[src/rtl/slot_alloc.sv]
// Slot allocator: offers the first free slot in a W-entry pool (LSB- or MSB-first),
// tracks busy slots and their count, and flags releases of slots that are not held.
module slot_alloc #(
    parameter int W        = 16,
    parameter bit FROM_LSB = 1'b1
) (
    input  logic                   clk,
    input  logic                   arst,
    output logic                   o_alloc_vld,
    output logic [$clog2(W)-1:0]   o_alloc_id,
    input  logic                   i_alloc_rdy,
    input  logic                   i_free_vld,
    input  logic [$clog2(W)-1:0]   i_free_id,
    input  logic                   i_flush,
    output logic [W-1:0]           o_busy,
    output logic [$clog2(W+1)-1:0] o_cnt,
    output logic                   o_full,
    output logic                   o_empty,
    output logic                   o_free_err
);

    localparam int IW = $clog2(W);
    localparam int CW = $clog2(W+1);
    localparam logic [IW:0] W_L = (IW+1)'(W);

    logic [W-1:0]  busy_q, busy_d;
    logic [CW-1:0] cnt_q, cnt_d;
    logic          err_q, err_d;

    logic [W-1:0]  sel_oh;
    logic [IW-1:0] sel_id;
    logic          found;
    logic          alloc_vld;
    logic          alloc_acc;
    logic          free_ok;
    logic          free_bad;

    // First-zero detector on the busy vector, then one-hot to index.
    always_comb begin
        // NOTE: every variable gets a default before any branch so no latch is inferred.
        sel_oh = '0;
        sel_id = '0;
        found  = 1'b0;
        if (FROM_LSB) begin
            for (int i = 0; i < W; i++) begin
                if (!found && !busy_q[i]) begin
                    sel_oh[i] = 1'b1;
                    found     = 1'b1;
                end
            end
        end else begin
            for (int i = W-1; i >= 0; i--) begin
                if (!found && !busy_q[i]) begin
                    sel_oh[i] = 1'b1;
                    found     = 1'b1;
                end
            end
        end
        for (int i = 0; i < W; i++) begin
            if (sel_oh[i]) sel_id = sel_id | IW'(i);
        end
    end

    assign alloc_vld = ~&busy_q;
    assign alloc_acc = alloc_vld & i_alloc_rdy;
    assign free_ok   = i_free_vld & ({1'b0, i_free_id} < W_L) & busy_q[i_free_id];
    assign free_bad  = i_free_vld & ~free_ok;

    always_comb begin
        busy_d = busy_q;
        cnt_d  = cnt_q;
        err_d  = 1'b0;
        if (i_flush) begin
            // Flush wins: the concurrent grant and release are dropped, no error raised.
            busy_d = '0;
            cnt_d  = '0;
        end else begin
            if (alloc_acc) busy_d = busy_d | sel_oh;
            if (free_ok)   busy_d = busy_d & ~(W'(1) << i_free_id);
            unique case ({alloc_acc, free_ok})
                2'b10:   cnt_d = cnt_q + CW'(1);
                2'b01:   cnt_d = cnt_q - CW'(1);
                default: cnt_d = cnt_q;
            endcase
            err_d = free_bad;
        end
    end

    // NOTE: sequential state uses non-blocking assignments so all flops update together.
    always_ff @(posedge clk or posedge arst) begin
        if (arst) begin
            busy_q <= '0;
            cnt_q  <= '0;
            err_q  <= 1'b0;
        end else begin
            busy_q <= busy_d;
            cnt_q  <= cnt_d;
            err_q  <= err_d;
        end
    end

    assign o_alloc_vld = alloc_vld;
    assign o_alloc_id  = alloc_vld ? sel_id : '0;
    assign o_busy      = busy_q;
    assign o_cnt       = cnt_q;
    assign o_full      = (cnt_q == CW'(W));
    assign o_empty     = (cnt_q == '0);
    assign o_free_err  = err_q;

endmodule

[config.mk]
export PLATFORM = sky130hd
export DESIGN_NAME = slot_alloc
export DESIGN_NICKNAME = d
export VERILOG_FILES = /design/src/rtl/slot_alloc.sv
export SDC_FILE = /design/constraint.sdc
export NUM_CORES = 1
export LEC_CHECK = 0
export CAP_MARGIN = 25
export CORE_AREA = 10 10 74 101
export CTS_BUF_LIST = sky130_fd_sc_hd__clkbuf_8
export CTS_CLUSTER_SIZE = 24
export DETAILED_ROUTE_END_ITERATION = 7
export DIE_AREA = 0 0 84 111
export HOLD_SLACK_MARGIN = 0.1
export PLACE_DENSITY = 0.54
export SLEW_MARGIN = 30
export SYNTH_ARGS = -nofsm -noshare
export SYNTH_HDL_FRONTEND = slang
export SYNTH_SLANG_ARGS = --single-unit
[constraint.sdc]
create_clock -name clk -period 4.1 [get_ports clk]
set_clock_uncertainty 0.15 [all_clocks]
set_input_delay 0.82 -clock clk [delete_from_list [all_inputs] [get_ports clk]]
set_output_delay 0.82 -clock clk [all_outputs]
set_load 0.03 [all_outputs]
==> summary.md, run 1 <==
| Metric | Value |
|---|---|
| Ant. Diodes | 0 |
| Die Width | 84 um |
| Max Cap Viol | 0 |
| First-pass DRT Iterations | 4 |
| Finished Layout Cells | 269 |
| WHS Endpoint | o_cnt[4]$_DFFE_PP0P_ |
| Pwr Density | 243 nW/um^2 |
| Netlist cell types | 51 |
| Number of flops mapped to enable cells by yosys | 0 |
| Multi-input gate area | 985 sq um |
| Gpl congestion | 0.830 |
| Worst Path Class, Setup | input pin to flop |
| Total number of yosys warnings | 0 |
| Die Y | 111 um |
| Worst-path maximum fanout | 5 |
| Post-synthesis register bit count | 22 |
| Leak | 0.866 nW |
| Top-level port count | 38 |
| Min-delay src | o_cnt[4]$_DFFE_PP0P_ |
| Minimum clock period | 3830 ps |
| Reg2reg end | o_cnt[4]$_DFFE_PP0P_ |
| Post-CTS Resized | 0 |
| WL final | 4870 um |
| Gate Count Post-Synth | 158 |
| Worst hold path type | flop to flop |
| Critical path buffer and inverter count | 1 |
| DR DRC count | 0 |
| WL/cell | 18.1 um |
| Cell count of the worst hold path | 2 |
| Placed Cells | 265 |
| Startpoint types | input pin |
| CTS tree | built |
| Worst R2R Path Depth | 11 |
| Vias in the first global route | 1543 |
| Grt met2 use | 17.5% |
| Ys async rst share | 100% |
| Worst EP required | 4080 ps |
| GRT Max-Usage Layer | met2 |
| Synth Flop Type | dfrtp_1 |
| Post-synthesis sequential area ratio | 33.8% |
| RSZ-0062 raised after global routing | no |
| Setup-failing EPs final | 0 |
| Crit end category | flop |
| FF+latch area | 551 sq um |
| Slew @ Worst Pin | 848 ps |
| Fmax | 261 MHz |
| Pin count of the biggest net entering global routing | 23 |
| CTS buffer count | 3 |
| H-Tree Depth | 1 |
| I/O Buffers | 37 |
| Reg2reg setup slack | 1000 ps |
| Total GRT Usage | 10.4% |
| Worst reg2reg startpoint | o_busy[5]$_DFF_PP0_ |
| Area Growth Syn to Fin | 30.8% |
| Num rows | 33 |
| Max VDD drop | 0.000102 V |
| Syn nets | 171 |
| Initial DRC Count | 132 |
| Critical path's top delay family | multiplexers |
| Setup TNS | 0 ps |
| Post-Syn Area per Cell | 10.3 sq um |
| Core area | 5700 sq um |
| Worst path arrival time | 3810 ps |
| Antenna violations before repair | 0 |
| CTS clock-pin slew for the worst setup and hold paths | 90 ps |
| Routed vias | 1450 |
| Clk_lat worst skew | 270 ps |
| Final HPWL DP | 3730 um |
| Number of post-CTS setup repair buffers | 0 |
| Nets@finish | 213 |
| Share of layout cells above drive strength 1 | 14.6% |
| First-pass GRT wire length | 8060 um |
| Clock Path Buffers | 2 |
| Met1 Resource Use GR | 12.4% |
| Initial Util | 28.5% |
| Vias per cell | 5.39 |
| DIE AREA | 9320 sq um |
| Crit-path slowest cell | mux4_1 |
| Hold-fix buffers, CTS | 0 |
| Crit path largest cell delay | 640 ps |
| Fin crit share | 93.5% |
| Worst path cell trace | clkdlybuf4s50_1 > mux4_1 > mux2i_4 > o32ai_4 > and2_2 > fa_1 > a21o_1 > a21oi_1 > nand2_1 > mux2i_1 > xnor2_1 > nor2_1 |
| Final hold violations | 0 |
| ANT nets after route | 0 |
| Met3 Use GR | 2.87% |
| Post-Syn Area | 1630 sq um |
| Final Hold Slack | 439 ps |
| GRT Residual Overflow | 0 |
| Clk sinks | 22 |
| CTS Root Cell | clkbuf_8 |
| Slew Viols, Final | 0 |
| Layout fillers | 587 |
| Status | completed |
| Rel. slew slack | 43.3% |
## cell type report
| class | instances | share of cell area [%] |
|---|---|---|
| Tap cell | 70 | 4.12 |
| Sequential cell | 22 | 25.9 |
| Clock buffer | 4 | 2.59 |
| Inverter | 5 | 0.882 |
| Multi-Input combinational cell | 123 | 46.3 |
| Timing Repair Buffer | 45 | 20.2 |
## per-stage QoR
step	utilization, %	worst slack [ps]	cell area, sq um	power [mW]
CTS	37.3	263	2130	0.522
global route	37.3	88.8	2130	0.546
global placement	36.4	46.1	2070	0.360
finish	37.3	267	2130	0.516
detailed placement	36.4	-16.2	2070	0.360
floorplan	-	675	1630	0.312
## cell families (layout without fill, tap and decap cells)
| group | after synthesis | after routing | synth area share, % |
|---|---|---|---|
| compound gates | 47 | 47 | 22.6 |
| xor+xnor | 5 | 5 | 3.15 |
| fa+ha+maj | 4 | 4 | 3.54 |
| buf+inv | 13 | 54 | 5.61 |
| flops | 22 | 22 | 33.8 |
| mux | 12 | 12 | 12.8 |
| simple gates | 55 | 55 | 18.4 |
## placed cells by master, fill, tap and decap left out, types with 3 or more instances in the layout
cell | synthesis | final
a211oi_1 | 9 | 9
a21oi_1 | 12 | 12
a311oi_1 | 6 | 6
a31oi_1 | 4 | 4
buf_4 | 1 | 8
clkbuf_8 | 1 | 4
clkdlybuf4s50_1 | 0 | 37
dfrtp_1 | 22 | 22
ha_1 | 3 | 3
inv_1 | 5 | 4
mux2i_1 | 4 | 4
mux4_2 | 3 | 3
nand2_1 | 9 | 9
nand3_1 | 3 | 3
nor2_1 | 21 | 21
nor2b_1 | 3 | 3
o21ai_0 | 4 | 4
## metal layers
layer  routed length [um]  vias to the layer above
li1                     -                      688
met1                 2070                      712
met2                 2450                       46
met3                  309                        4
met4                   48                        0
met5                    0                        -
## cell usage after synthesis (2+ instances only)
cell type  number  area (sq um)
a31oi_1         4          25.0
nor3b_1         2          15.0
nor2b_1         3          18.8
mux2i_1         4          40.0
o21ai_0         4          20.0
a21o_1          2          15.0
mux4_1          2          52.6
xor2_1          2          17.5
and2_1          2          12.5
nand3_1         3          15.0
a41oi_1         2          17.5
dfrtp_1        22           551
nand2_1         9          33.8
nand4_1         2          12.5
buf_6           2          22.5
ha_1            3          37.5
buf_2           2          10.0
nor2_1         21          78.8
a311oi_1        6          52.6
a21boi_0        2          15.0
inv_1           5          18.8
nand2b_1        2          12.5
and3_1          2          12.5
xnor2_1         2          17.5
a211oi_1        9          67.6
mux4_2          3          67.6
a21oi_1        12          60.1
## worst max-delay path by stage
stage / end / start / cells after the start / slack, ps
2_1_floorplan: o_cnt[4]$_DFFE_PP0P_ / i_free_id[1] / 12 / 680
3_3_place_gp: o_cnt[4]$_DFFE_PP0P_ / i_free_id[1] / 12 / 50
3_5_place_dp: o_cnt[4]$_DFFE_PP0P_ / i_free_id[1] / 12 / -20
4_1_cts: o_cnt[4]$_DFFE_PP0P_ / i_free_id[1] / 12 / 260
5_1_grt: o_cnt[4]$_DFFE_PP0P_ / i_free_id[1] / 12 / 90
6_report: o_cnt[4]$_DFFE_PP0P_ / i_free_id[1] / 12 / 270
## registers in the layout (all words and copies together) (netlist names)
register / flops
o_busy: 16
o_free_err: 1
o_cnt: 5
## worst reg2reg max path, stage by stage, from the launching register on
cell,delay [ps]
dfrtp_1,500
mux4_1,580
mux2i_4,200
o32ai_4,120
and2_2,250
fa_1,400
a21o_1,170
a21oi_1,170
nand2_1,70
mux2i_1,180
xnor2_1,130
nor2_1,50
## power breakdown
group	switching (mW)	internal, mW	leakage (nW)	total (mW)
registers	0.0117	0.223	0.303	0.234
clock network	0.0762	0.0858	0.0288	0.162
logic	0.0662	0.0536	0.534	0.120
Power figures use the tool's default switching activity.
==> run 2, diff against run 1 <==
--- a/config.mk
+++ b/config.mk
@@ -6,13 +6,14 @@
 export NUM_CORES = 1
 export LEC_CHECK = 0
 export CAP_MARGIN = 25
-export CORE_AREA = 10 10 74 101
+export CORE_AREA = 10 10 56 75
 export CTS_BUF_LIST = sky130_fd_sc_hd__clkbuf_8
-export CTS_CLUSTER_SIZE = 24
+export CTS_CLUSTER_SIZE = 20
 export DETAILED_ROUTE_END_ITERATION = 7
-export DIE_AREA = 0 0 84 111
+export DIE_AREA = 0 0 66 85
+export DONT_BUFFER_PORTS = 1
 export HOLD_SLACK_MARGIN = 0.1
-export PLACE_DENSITY = 0.54
+export PLACE_DENSITY = 0.76
 export SLEW_MARGIN = 30
 export SYNTH_ARGS = -nofsm -noshare
 export SYNTH_HDL_FRONTEND = slang
==> run 2 against run 1 <==
Fmax is 17% higher. Total power is 14% lower. Sequential power is 6% higher. Hold slack better by 19 ps. Cell count is 29% lower.
==> summary.md, run 2 (synthesis results as in run 1) <==
| Metric | Value |
|---|---|
| Final HPWL DP | 3140 um (-16%) |
| Antenna violations before repair | 0 (unchanged) |
| H-Tree Depth | 1 (unchanged) |
| I/O Buffers | 0 (-100%) |
| CTS buffer count | 3 (unchanged) |
| Gpl congestion | 0.869 (+4.6%) |
| Grt met2 use | 24.2% (+6.7 points) |
| Fin crit share | 79.8% (-14 points) |
| Most frequent cells in the layout | 22 x dfrtp_1, 21 x nor2_1, 12 x a21oi_1, 9 x nand2_1, 9 x a211oi_1 |
| DR DRC count | 0 (unchanged) |
| CTS clock-pin slew for the worst setup and hold paths | 80 ps (about the same) |
| Combinational share of power | 14.1% (-9.1 points) |
| Clk sinks | 22 (unchanged) |
| Leak | 0.692 nW (-20%) |
| P_int | 0.314 mW (-13%) |
| Worst path arrival time | 3280 ps (-530 ps) |
| Final hold violations | 0 (unchanged) |
| Crit end category | flop |
| Worst-path maximum fanout | 9 (+4) |
| Max VDD drop | 0.000250 V (+150%) |
| Slew Viols, Final | 0 (unchanged) |
| CTS tree | built |
| Minimum clock period | 3270 ps (-563 ps) |
| ANT nets after route | 0 (unchanged) |
| Status | completed |
| Pin count of the biggest net entering global routing | 23 (unchanged) |
| Total power draw | 0.444 mW (-14%) |
| WL final | 4200 um (-14%) |
| Startpoint types | flop |
| Met3 Use GR | 6.58% (+3.7 points) |
| Die Width | 66 um (-21%) |
| Rel. slew slack | 43.9% (+0.62 points) |
| Vias in the first global route | 1337 (-13%) |
| Hold-fix buffers, CTS | 0 (unchanged) |
| DIE AREA | 5610 sq um (-40%) |
| Nets@finish | 169 (-21%) |
| Initial DRC Count | 94 (-29%) |
| Ant. Diodes | 0 (unchanged) |
| Pwr Density | 268 nW/um^2 (+10%) |
| Number of post-CTS setup repair buffers | 0 (unchanged) |
| Clk_lat worst skew | 260 ps (about the same) |
| WL/cell | 22.0 um (+21%) |
| Fmax | 306 MHz (+17%) |
| Commonest non-fill, non-tap cell in the layout | dfrtp_1 |
| First-pass DRT Iterations | 4 (unchanged) |
| Register share of total power | 55.7% (+10 points) |
| First-pass GRT wire length | 7060 um (-12%) |
| RSZ-0062 raised after global routing | no |
| Vias per cell | 6.91 (+28%) |
| Top-level port count | 38 (unchanged) |
| Setup-failing EPs final | 0 (unchanged) |
| Die Y | 85 um (-23%) |
| Share of layout cells above drive strength 1 | 13.6% (-0.94 points) |
| Total GRT Usage | 15.5% (+5.1 points) |
| Core area | 2850 sq um (-50%) |
| GRT Residual Overflow | 0 (unchanged) |
| Setup TNS | 0 ps (unchanged) |
| Initial Util | 57.1% (+29 points) |
| Routed vias | 1319 (-9.0%) |
| Clock network power share | 30.2% (-1.2 points) |
| CTS Root Cell | clkbuf_8 |
| Worst EP required | 4110 ps (+30 ps) |
| GRT Max-Usage Layer | met2 |
| Worst Path Class, Setup | flop to flop |
| Num rows | 23 (-30%) |
| Post-CTS Resized | 0 (unchanged) |
| Switching part of the total power | 29.2% (-0.69 points) |
| Clock Path Buffers | 2 (unchanged) |
| Area Growth Syn to Fin | 1.69% |
| Largest register FFs | 16 (unchanged) |
| Worst hold path type | input pin to asynchronous set/reset pin |
| Slew @ Worst Pin | 841 ps (-7.51 ps) |
| Met1 Resource Use GR | 18.6% (+6.2 points) |
| Max Cap Viol | 0 (unchanged) |
| Net Sw Power | 0.129 mW (-16%) |
==> run 2: changes by cell type in the layout (fill, tap and decap cells not counted), sizes merged <==
cell	previous run	this run
clkbuf	4	3
clkdlybuf4s50	37	0
buf	8	1
==> run 2: routing by layer <==
metal,wire [um],vias up
met3,538,8
met4,79,0
met2,2090,81
met1,1490,639
met5,0,-
li1,-,591
==> run 2: cell type report <==
cell class / count / area, sq um
fill: 251 / 1190
multi-input combinational: 123 / 990
sequential: 22 / 551
tap: 37 / 46.3
clock buffer: 3 / 41.3
inverter: 5 / 18.8
timing repair buffer: 1 / 7.51
==> run 2: worst paths after layout <==
| path | cells past startpoint | slack, ps | end | startpoint |
|---|---|---|---|---|
| max in group asynchronous | 1 | 2820 | o_cnt[0]$_DFFE_PP0P_ | arst |
| min in group clk | 1 | 460 | o_cnt[0]$_DFFE_PP0P_ | i_flush |
| setup / recovery | 11 | 830 | o_cnt[4]$_DFFE_PP0P_ | o_busy[5]$_DFF_PP0_ |
| setup reg to reg | 11 | 830 | o_cnt[4]$_DFFE_PP0P_ | o_busy[5]$_DFF_PP0_ |
| hold reg to reg | 2 | 650 | o_cnt[4]$_DFFE_PP0P_ | o_cnt[4]$_DFFE_PP0P_ |
| hold / removal | 1 | 460 | o_cnt[2]$_DFFE_PP0P_ | arst |
==> run 2: metrics by stage <==
stage                     cell area, sq um  hold WS (ps)  worst slack [ps]  std cells  util, %
final                                 1650           459               829        191     58.1
after global routing                  1650           452               683        191     58.1
after CTS                             1650           464               816        191     57.9
after detailed placement              1610           638               651        188     56.4
after global placement                1610           641               737        188     56.4
after floorplan                       1630           592               675        158        -
==> run 2: critical path, cell delays in order (launching register included) <==
cell	delay [ps]
dfrtp_1	600
mux4_1	630
mux2i_4	200
o32ai_4	140
and2_2	250
fa_1	400
a21o_1	170
a21oi_1	150
nand2_1	70
mux2i_1	190
xnor2_1	140
nor2_1	50
==> run 2: power by group through the flow <==
| stage | logic [mW] | registers [mW] | clock network (mW) |
|---|---|---|---|
| 3_5_place_dp | 0.0629 | 0.252 | 0 |
| 3_3_place_gp | 0.0615 | 0.251 | 0 |
| 4_1_cts | 0.0636 | 0.247 | 0.134 |
| 2_1_floorplan | 0.0653 | 0.247 | 0 |
| 6_report | 0.0626 | 0.247 | 0.134 |
| 5_1_grt | 0.0702 | 0.249 | 0.144 |
